$ cat src/rtl/alu_arbiter.sv
// rtl/alu_arbiter.sv - two-requester valid/ready arbiter in front of a shared ALU

package InstructionSetPkg;
    localparam int DataWidth      = 16;
    localparam int ImmediateWidth = 8;

    typedef enum logic [3:0] {
        MOVE = 4'd0,
        ADD  = 4'd1,
        ADC  = 4'd2,
        SUB  = 4'd3,
        DIV  = 4'd4,
        MOD  = 4'd5
    } eOperation;

    typedef struct packed {
        logic Sign;
        logic Overflow;
        logic Parity;
        logic Zero;
        logic Carry;
    } sFlags;
endpackage

module alu_arbiter
    import InstructionSetPkg::*;
#(
    parameter bit EnableRoundRobin = 1'b1,
    parameter int CountWidth       = 16
) (
    input  logic                      Clock,
    input  logic                      nReset,
    input  logic [1:0]                ReqValid,
    output logic [1:0]                ReqReady,
    input  eOperation                 ReqOperation [2],
    input  sFlags                     ReqFlags     [2],
    input  logic [ImmediateWidth-1:0] ReqImm       [2],
    input  logic [DataWidth-1:0]      ReqSrc       [2],
    input  logic [DataWidth-1:0]      ReqDest      [2],
    output logic [1:0]                RspValid,
    input  logic [1:0]                RspReady,
    output logic [DataWidth-1:0]      RspDest,
    output sFlags                     RspFlags,
    output logic                      RspError,
    output eOperation                 AluOperation,
    output sFlags                     AluInFlags,
    output logic [ImmediateWidth-1:0] AluImm,
    output logic [DataWidth-1:0]      AluSrc,
    output logic [DataWidth-1:0]      AluDest,
    input  logic [DataWidth-1:0]      AluOutDest,
    input  sFlags                     AluOutFlags,
    output logic [CountWidth-1:0]     GrantCount0,
    output logic [CountWidth-1:0]     GrantCount1
);

    typedef enum logic [1:0] {
        S_IDLE = 2'd0,
        S_EXEC = 2'd1,
        S_RESP = 2'd2
    } state_t;

    state_t                    state_q, state_d;
    logic                      last_grant_q, last_grant_d;
    logic                      grant_q, grant_d;
    eOperation                 op_q, op_d;
    sFlags                     flags_q, flags_d;
    logic [ImmediateWidth-1:0] imm_q, imm_d;
    logic [DataWidth-1:0]      src_q, src_d;
    logic [DataWidth-1:0]      dest_q, dest_d;
    logic [DataWidth-1:0]      rsp_dest_q, rsp_dest_d;
    sFlags                     rsp_flags_q, rsp_flags_d;
    logic                      rsp_error_q, rsp_error_d;
    logic [CountWidth-1:0]     cnt0_q, cnt0_d;
    logic [CountWidth-1:0]     cnt1_q, cnt1_d;
    logic                      sel;
    logic                      reject;
    logic [1:0]                req_ready;

    // Pick the requester to serve from the current valids and the last grant
    always_comb begin
        sel = 1'b0;
        if (ReqValid == 2'b11) begin
            sel = EnableRoundRobin ? ~last_grant_q : 1'b0;
        end else begin
            sel = ReqValid[1];
        end
    end

    // Divide or modulo by zero never reaches the ALU
    always_comb begin
        reject = 1'b0;
        if ((ReqOperation[sel] == DIV || ReqOperation[sel] == MOD) && ReqSrc[sel] == '0) begin
            reject = 1'b1;
        end
    end

    // Next-state and register updates for the IDLE/EXEC/RESP sequence
    always_comb begin
        state_d      = state_q;
        last_grant_d = last_grant_q;
        grant_d      = grant_q;
        op_d         = op_q;
        flags_d      = flags_q;
        imm_d        = imm_q;
        src_d        = src_q;
        dest_d       = dest_q;
        rsp_dest_d   = rsp_dest_q;
        rsp_flags_d  = rsp_flags_q;
        rsp_error_d  = rsp_error_q;
        cnt0_d       = cnt0_q;
        cnt1_d       = cnt1_q;
        req_ready    = 2'b00;
        case (state_q)
            S_IDLE: begin
                if (ReqValid != 2'b00) begin
                    req_ready[sel] = 1'b1;
                    grant_d        = sel;
                    last_grant_d   = sel;
                    op_d           = ReqOperation[sel];
                    flags_d        = ReqFlags[sel];
                    imm_d          = ReqImm[sel];
                    src_d          = ReqSrc[sel];
                    dest_d         = ReqDest[sel];
                    if (sel == 1'b0 && cnt0_q != '1) cnt0_d = cnt0_q + 1'b1;
                    if (sel == 1'b1 && cnt1_q != '1) cnt1_d = cnt1_q + 1'b1;
                    if (reject) begin
                        rsp_dest_d  = '0;
                        rsp_flags_d = ReqFlags[sel];
                        rsp_error_d = 1'b1;
                        state_d     = S_RESP;
                    end else begin
                        state_d = S_EXEC;
                    end
                end
            end
            S_EXEC: begin
                rsp_dest_d  = AluOutDest;
                rsp_flags_d = AluOutFlags;
                rsp_error_d = 1'b0;
                state_d     = S_RESP;
            end
            S_RESP: begin
                if (RspReady[grant_q]) state_d = S_IDLE;
            end
            default: state_d = S_IDLE;
        endcase
    end

    // State and datapath registers, cleared on asynchronous reset
    always_ff @(posedge Clock or negedge nReset) begin
        if (!nReset) begin
            state_q      <= S_IDLE;
            last_grant_q <= 1'b1;
            grant_q      <= 1'b0;
            op_q         <= eOperation'(4'd0);
            flags_q      <= '0;
            imm_q        <= '0;
            src_q        <= '0;
            dest_q       <= '0;
            rsp_dest_q   <= '0;
            rsp_flags_q  <= '0;
            rsp_error_q  <= 1'b0;
            cnt0_q       <= '0;
            cnt1_q       <= '0;
        end else begin
            state_q      <= state_d;
            last_grant_q <= last_grant_d;
            grant_q      <= grant_d;
            op_q         <= op_d;
            flags_q      <= flags_d;
            imm_q        <= imm_d;
            src_q        <= src_d;
            dest_q       <= dest_d;
            rsp_dest_q   <= rsp_dest_d;
            rsp_flags_q  <= rsp_flags_d;
            rsp_error_q  <= rsp_error_d;
            cnt0_q       <= cnt0_d;
            cnt1_q       <= cnt1_d;
        end
    end

    // Ready is forced low while reset is asserted so every output reads 0
    assign ReqReady     = nReset ? req_ready : 2'b00;
    assign RspValid     = (state_q == S_RESP) ? (grant_q ? 2'b10 : 2'b01) : 2'b00;
    assign RspDest      = rsp_dest_q;
    assign RspFlags     = rsp_flags_q;
    assign RspError     = rsp_error_q;
    assign AluOperation = op_q;
    assign AluInFlags   = flags_q;
    assign AluImm       = imm_q;
    assign AluSrc       = src_q;
    assign AluDest      = dest_q;
    assign GrantCount0  = cnt0_q;
    assign GrantCount1  = cnt1_q;

endmodule

$ cat config.mk
export PLATFORM = sky130hd
export DESIGN_NAME = alu_arbiter
export DESIGN_NICKNAME = d
export VERILOG_FILES = /design/src/rtl/alu_arbiter.sv
export SDC_FILE = /design/constraint.sdc
export NUM_CORES = 1
export LEC_CHECK = 0
export ABC_CLOCK_PERIOD_IN_PS = 2050
export BUFFER_PORTS_ARGS = -buffer_cell sky130_fd_sc_hd__buf_2
export CORE_MARGIN = 2
export CORE_UTILIZATION = 46
export CTS_CLUSTER_SIZE = 20
export DETAILED_ROUTE_END_ITERATION = 10
export PLACE_DENSITY = 0.79
export SYNTH_ARGS = -nofsm -noshare
export SYNTH_HDL_FRONTEND = slang
export SYNTH_SLANG_ARGS = --single-unit
export TNS_END_PERCENT = 5
$ cat constraint.sdc
create_clock -name Clock -period 2.05 [get_ports Clock]
set_input_delay 0 -clock Clock [delete_from_list [all_inputs] [get_ports Clock]]
set_output_delay 0 -clock Clock [all_outputs]
set_load 0.02 [all_outputs]
==> run_results.csv, run 1 <==
group,metric,value,unit
finish,stdcell_count,981,
critical_path,critPathCapture,"RspDest[10]",
global_routing,gr-total-overflow,0,
global_routing,grt_start_max_net_pins,49,
critical_path,arrival,2380,ps
finish,finalNetCount,965,
detailed_routing,wl_met3,1415,µm
finish,final_common_cell,"buf_2",
synthesis,synthFlopType,"dfrtp_1",
placement,hpwl,10300,µm
min_path,worstHoldPathType,"input port to flip-flop",
cts,numCtsBuffers,9,
synthesis,ys.warnings.count,0,
cts,clock_sinks,107,
detailed_routing,drc,0,
detailed_routing,top_layer,"met4",
floorplanning,die_w,106.5,µm
cts,postCtsSetupBuffers,0,
global_routing,grtUsageTotal,0.3116,
power,p_leak,3.832,nW
detailed_routing,m1WireLength,6595,µm
floorplanning,coreArea,0.01028,mm²
detailed_routing,met2_length,8532,µm
status,status,"finished, violations left",
status,violations,"setup timing",
detailed_routing,drt_iter0_drc,346,
floorplanning,fp.dieH,106.5,µm
global_routing,grt_pass1_wl,27410,µm
critical_path,path_max_fanout,16,
critical_path,timing.rr.start,"last_grant_q",
synthesis,async_reset_ff_frac,1.000,
detailed_routing,vias,5281,
critical_path,endpoint_kind,"flip-flop",
finish,finish.utilization,0.7415,
cts,clk_pin_slew_worst_paths,110,ps
placement,dp_cells,842,
floorplanning,die_area,0.01133,mm²
synthesis,synth_cells,484,
detailed_routing,wl_per_cell,17.72,µm
synthesis,synthDistinctLibCells,48,
synthesis,synth_seq_cells,107,
detailed_routing,via_per_inst,5.383,
placement,io_buffer_count,231,
power,total_power,9.362,mW
cts,ctsHtreeMaxLevel,3,
timing,slew_headroom,0.2511,
timing,fin_skew,14.98,ps
detailed_routing,antenna_left,0,
synthesis,yosysSeqAreaShare,0.5547,
cts,clk_latency,390,ps
timing,period_share,1.026,
floorplanning,ios,232,
finish,drive_gt1_frac,0.3321,
finish,syn_to_final_growth,57.80,%
cts,clock_path_buffers,2,
critical_path,critical_path.startpoint_type,"input port",
finish,final_cell_mix,"buf_2, nand2_1, dlygate4sd3_1, dfrtp_1, nor2_1",
critical_path,r2r.worst_path.cells,5,
job,cap_violations,0,
cts,clockRootBuffer,"clkbuf_8",
timing,setup_viol,8,
floorplanning,rows,37,
synthesis,netlist_area,0.004830,mm²
floorplanning,initial_core_util,0.4699,
critical_path,crit_type,"input port to flip-flop",
synthesis,syn_nets,611,
timing,rsz0062_at_grt,"false",
timing,final_hold_viol_count,0,
power,power_density,1228,mW/mm²
global_routing,antenna_found_initial,1,
synthesis,synth-edff-count,0,
timing,slew_violations,0,
power,ir_drop,751.8,µV
critical_path,regToRegSetupSlack,60,ps
timing,setup_slack,-52.83,ps
detailed_routing,dr.pass1.iters,5,
synthesis,syn_avg_cell_area,9.979,µm²
detailed_routing,finalWirelength,17380,µm
placement,preCtsSetupSlack,123.8,ps
timing,fin_crit,2103,ps
critical_path,cp-startpoint,"ReqSrc[16]",
timing,tightest_slew,1123,ps
placement,place_congestion,0.8964,
timing,fmax,475.6,MHz
critical_path,r2r-end,"RspDest[10]",
cts,tritoncts,"done",
critical_path,worstPathRequired,2330,ps
global_routing,grt_pass1_vias,5443,
registers in the layout (all words and copies together), names as in the netlist, 4 cells and up:
| register | cells |
|---|---|
| RspDest | 16 |
| AluImm | 8 |
| RspFlags | 5 |
| AluInFlags | 5 |
| AluSrc | 16 |
| GrantCount1 | 16 |
| AluOperation | 4 |
| AluDest | 16 |
| GrantCount0 | 16 |
synthesized netlist by cell type (4+ instances only):
cell      number  area, µm²
clkbuf_1      17      63.81
dfrtp_1      106       2653
nand2_1      121      454.2
inv_1          7      26.28
mux2i_1        5      50.05
a22oi_1       23      172.7
nor4_1         9      56.30
a22o_1        16      140.1
nor3b_1        4      30.03
o221ai_1       5      43.79
o21ai_0        5      25.02
nand4_1       12      75.07
nand3_1       15      75.07
xnor2_1       16      140.1
a31oi_1       24      150.1
a21oi_1        4      20.02
nor2_1        40      150.1
and3_1         4      25.02
xor2_1        11      96.34
layer usage:
metal  GRT usage  vias up
li1            -     2406
met1      0.3684     2491
met2      0.5211      313
met3     0.07051       71
met4      0.1818        0
met5           0        -
power by group:
group	internal [mW]	switching [mW]	leakage, nW	total, mW
Combinational	1.65	2.79	2.41	4.45
Sequential	2.94	0.589	1.32	3.53
Clock	0.609	0.772	0.103	1.38
Total	5.21	4.16	3.83	9.36
timing repair:
item | 4_1_cts | 5_1_grt
hold buffers | 121 | 0
setup endpoints to repair | 0 | 5
endpoints found under the hold margin | 146 | 0
resized for setup | 0 | 3
how the worst min path moves through the flow:
stage | to | startpoint | depth (start not counted) | slack (ps)
global route | state_q[1] | RspReady[0] | 4 | 70
detailed placement | GrantCount1[14] | nReset | 1 | -30
CTS | state_q[1] | RspReady[0] | 4 | 60
floorplan | AluDest[0] | nReset | 0 | -300
finish | state_q[1] | RspReady[0] | 4 | 60
global placement | GrantCount1[15] | nReset | 1 | -40
per-stage QoR:
stage          TNS (ps)  hold slack, ps  cell area (µm²)
2_1_floorplan         0          -295.6             4830
3_3_place_gp          0          -35.88             6182
3_5_place_dp          0          -32.88             6182
4_1_cts               0           57.43             7604
5_1_grt               0           68.94             7616
6_report         -200.6           60.24             7621
area by class of cell:
class / count / area [µm²]
sequential: 107 / 2679
fill: 715 / 2656
timing repair buffer: 367 / 2495
multi-input combinational: 346 / 2036
tap: 136 / 170.2
clock buffer: 10 / 137.6
clock inverter: 6 / 72.57
inverter: 7 / 26.28
antenna: 2 / 5.005
cells by family (layout without fill, tap and decap cells):
family / Yosys count / count (layout) / synth area share
simple gates: 222 / 222 / 0.2078
other cells: 0 / 2 / 0
flops: 107 / 107 / 0.5547
xor+xnor: 27 / 27 / 0.04896
buf+inv: 31 / 390 / 0.02876
compound gates: 87 / 87 / 0.1373
mux: 8 / 8 / 0.01736
fa+ha+maj: 2 / 2 / 0.005181
critical path, stage by stage:
cell,delay [ps]
dlygate4sd3_1,570
buf_2,150
nor4_1,430
nand4_1,230
a221o_1,400
o21a_2,330
a22o_1,260
(Power assumes the default switching activity.)
==> run 2: changes to the inputs <==
Settings changed: ABC_CLOCK_PERIOD_IN_PS 2050 to 2000, CORE_MARGIN 2 to unset.
Clock period 2.05 ns to 2 ns, I/O delays scaled along.
==> run 2 against run 1 <==
The flow now finishes without violations. Utilization up 0.69 points. Clock skew increased by 2.6 ps. Flip-flop and latch count did not move. Combinational power is 5.2% higher. Clock power is 8% lower. Total power increased by 2.0%. Hold slack worse by 13 ps. Die area fell by 3.7%. Critical endpoint is now RspDest[3]. Register-to-register slack lost 40 ps.
==> run_results.csv, run 2 (same netlist as run 1, synthesis figures left out) <==
group,metric,value,unit
status,status,"finished clean",
power,pwr-share-clk,0.133,
global_routing,grt_util_met1,0.3571,
placement,io_buffer_count,231,
critical_path,critPathMaxStageDelay,590,ps
critical_path,arrival,2250,ps
cts,clock_sinks,107,
power,power_density,1247,mW/mm²
global_routing,met2_usage,0.5336,
global_routing,grtUsageTotal,0.3065,
timing,setup_viol,0,
detailed_routing,via_per_inst,5.418,
finish,syn_to_final_growth,58.55,%
finish,finish.utilization,0.7484,
timing,fin_crit,1977,ps
timing,final_hold_viol_count,0,
finish,finalNetCount,967,
critical_path,crit_type,"flip-flop to flip-flop",
cts,ctsHtreeMaxLevel,3,
floorplanning,coreArea,0.01023,mm²
cts,tritoncts,"done",
floorplanning,initial_core_util,0.4721,
power,p_leak,3.841,nW
critical_path,path_cells,"a21bo_2 > nand4_1 > a221o_1 > o21a_4 > a22o_1",
critical_path,timing.rr.start,"last_grant_q",
timing,period_share,0.9884,
cts,clock_path_buffers,2,
detailed_routing,dr.pass1.iters,5,
power,ir_drop,765.0,µV
critical_path,worstPathRequired,2280,ps
detailed_routing,drc,0,
timing,setup_slack,23.22,ps
critical_path,slowest_stage,"dfstp_2",
global_routing,grt-busiest-layer,"met2",
cts,clk_latency,380,ps
detailed_routing,antenna_left,0,
global_routing,grt_pass1_vias,5502,
floorplanning,rows,37,
placement,preCtsSetupSlack,23.80,ps
timing,fmax,505.9,MHz
cts,clockRootBuffer,"clkbuf_8",
timing,fin_tns_setup,0,ps
cts,clk_pin_slew_worst_paths,120,ps
cts,numCtsBuffers,9,
timing,slew_headroom,0.6246,
power,pwr-share-comb,0.490,
finish,final_cell_mix,"buf_2, dlygate4sd3_1, nand2_1, dfrtp_1, nor2_1",
finish,drive_gt1_frac,0.3349,
floorplanning,die_w,104.5,µm
global_routing,grt_pass1_wl,26350,µm
global_routing,antenna_found_initial,2,
floorplanning,ios,232,
timing,slew_violations,0,
placement,place_area,0.006210,mm²
critical_path,r2r.worst_path.cells,5,
timing,tightest_slew,561.0,ps
power,intPower,5.270,mW
power,p_seq_frac,0.377,
floorplanning,fp.dieH,104.5,µm
detailed_routing,drt_iter0_drc,317,
global_routing,use_met3,0.05326,
critical_path,critical_path.startpoint_type,"flip-flop",
timing,rsz0062_at_grt,"true",
timing,fin_skew,17.56,ps
min_path,worstHoldPathType,"input port to async pin",
power,swShare,0.4479,
cts,postCtsSetupBuffers,0,
power,p_sw,4.276,mW
placement,hpwl,9894,µm
job,cap_violations,0,
critical_path,endpoint_kind,"flip-flop",
detailed_routing,vias,5326,
critical_path,regToRegSetupSlack,20,ps
finish,final_common_cell,"buf_2",
timing,whs,47.32,ps
global_routing,grt_start_max_net_pins,48,
critical_path,path_max_fanout,16,
detailed_routing,wl_per_cell,16.96,µm
global_routing,gr-total-overflow,0,
finish,fin_area,0.007657,mm²
detailed_routing,finalWirelength,16670,µm
floorplanning,die_area,0.01091,mm²
critical_path,r2r-end,"RspDest[3]",
placement,place_congestion,0.8555,
==> run 2: critical path: cells and delay by family (launching register included) <==
kind,cells,cell delay [ps]
DFF,1,590
AOI/OAI and AO/OA,4,1140
and+or+nand+nor,1,140
==> run 2: what timing repair did <==
item,in CTS,in global routing
gates resized for setup,0,9
setup endpoints to repair,0,32
endpoints found under the hold margin,137,0
hold buffers,121,0
==> run 2: metrics by stage <==
stage | power (mW) | std cells
2_1_floorplan | 6.252 | 484
3_3_place_gp | 7.718 | 844
3_5_place_dp | 7.905 | 844
4_1_cts | 9.352 | 981
5_1_grt | 10.07 | 983
6_report | 9.546 | 983
==> run 2: worst max-delay path by stage <==
stage              startpoint              end  depth (start not counted)
2_1_floorplan  GrantCount0[3]  GrantCount0[11]                          5
3_3_place_gp     last_grant_q  GrantCount0[15]                          6
3_5_place_dp     last_grant_q      RspFlags[3]                          5
4_1_cts          last_grant_q      ReqReady[0]                          6
5_1_grt          last_grant_q   GrantCount1[8]                          6
6_report         last_grant_q       RspDest[3]                          5
==> run 2: cell type report <==
| type | instances | area, µm² |
|---|---|---|
| fill | 686 | 2574 |
| tap | 136 | 170.2 |
| sequential | 107 | 2679 |
| clock inverter | 7 | 61.31 |
| clock buffer | 9 | 123.9 |
| inverter | 7 | 26.28 |
| timing repair buffer | 369 | 2535 |
| multi-input combinational | 346 | 2057 |
| antenna | 2 | 5.005 |
==> run 2: metal layers <==
| metal | routed length (µm) | vias to the layer above | share of wire |
|---|---|---|---|
| met2 | 8375 | 309 | 0.50 |
| met3 | 1151 | 74 | 0.069 |
| met4 | 753 | 0 | 0.045 |
| li1 | - | 2411 | - |
| met5 | 0 | - | 0 |
| met1 | 6391 | 2532 | 0.38 |
==> run 2: power groups by stage <==
stage | logic, mW | clock network [mW] | registers [mW]
floorplan | 1.71 | 0 | 4.54
global placement | 4.18 | 0 | 3.54
detailed placement | 4.33 | 0 | 3.57
CTS | 4.50 | 1.30 | 3.55
global route | 5.01 | 1.38 | 3.69
finish | 4.68 | 1.27 | 3.60
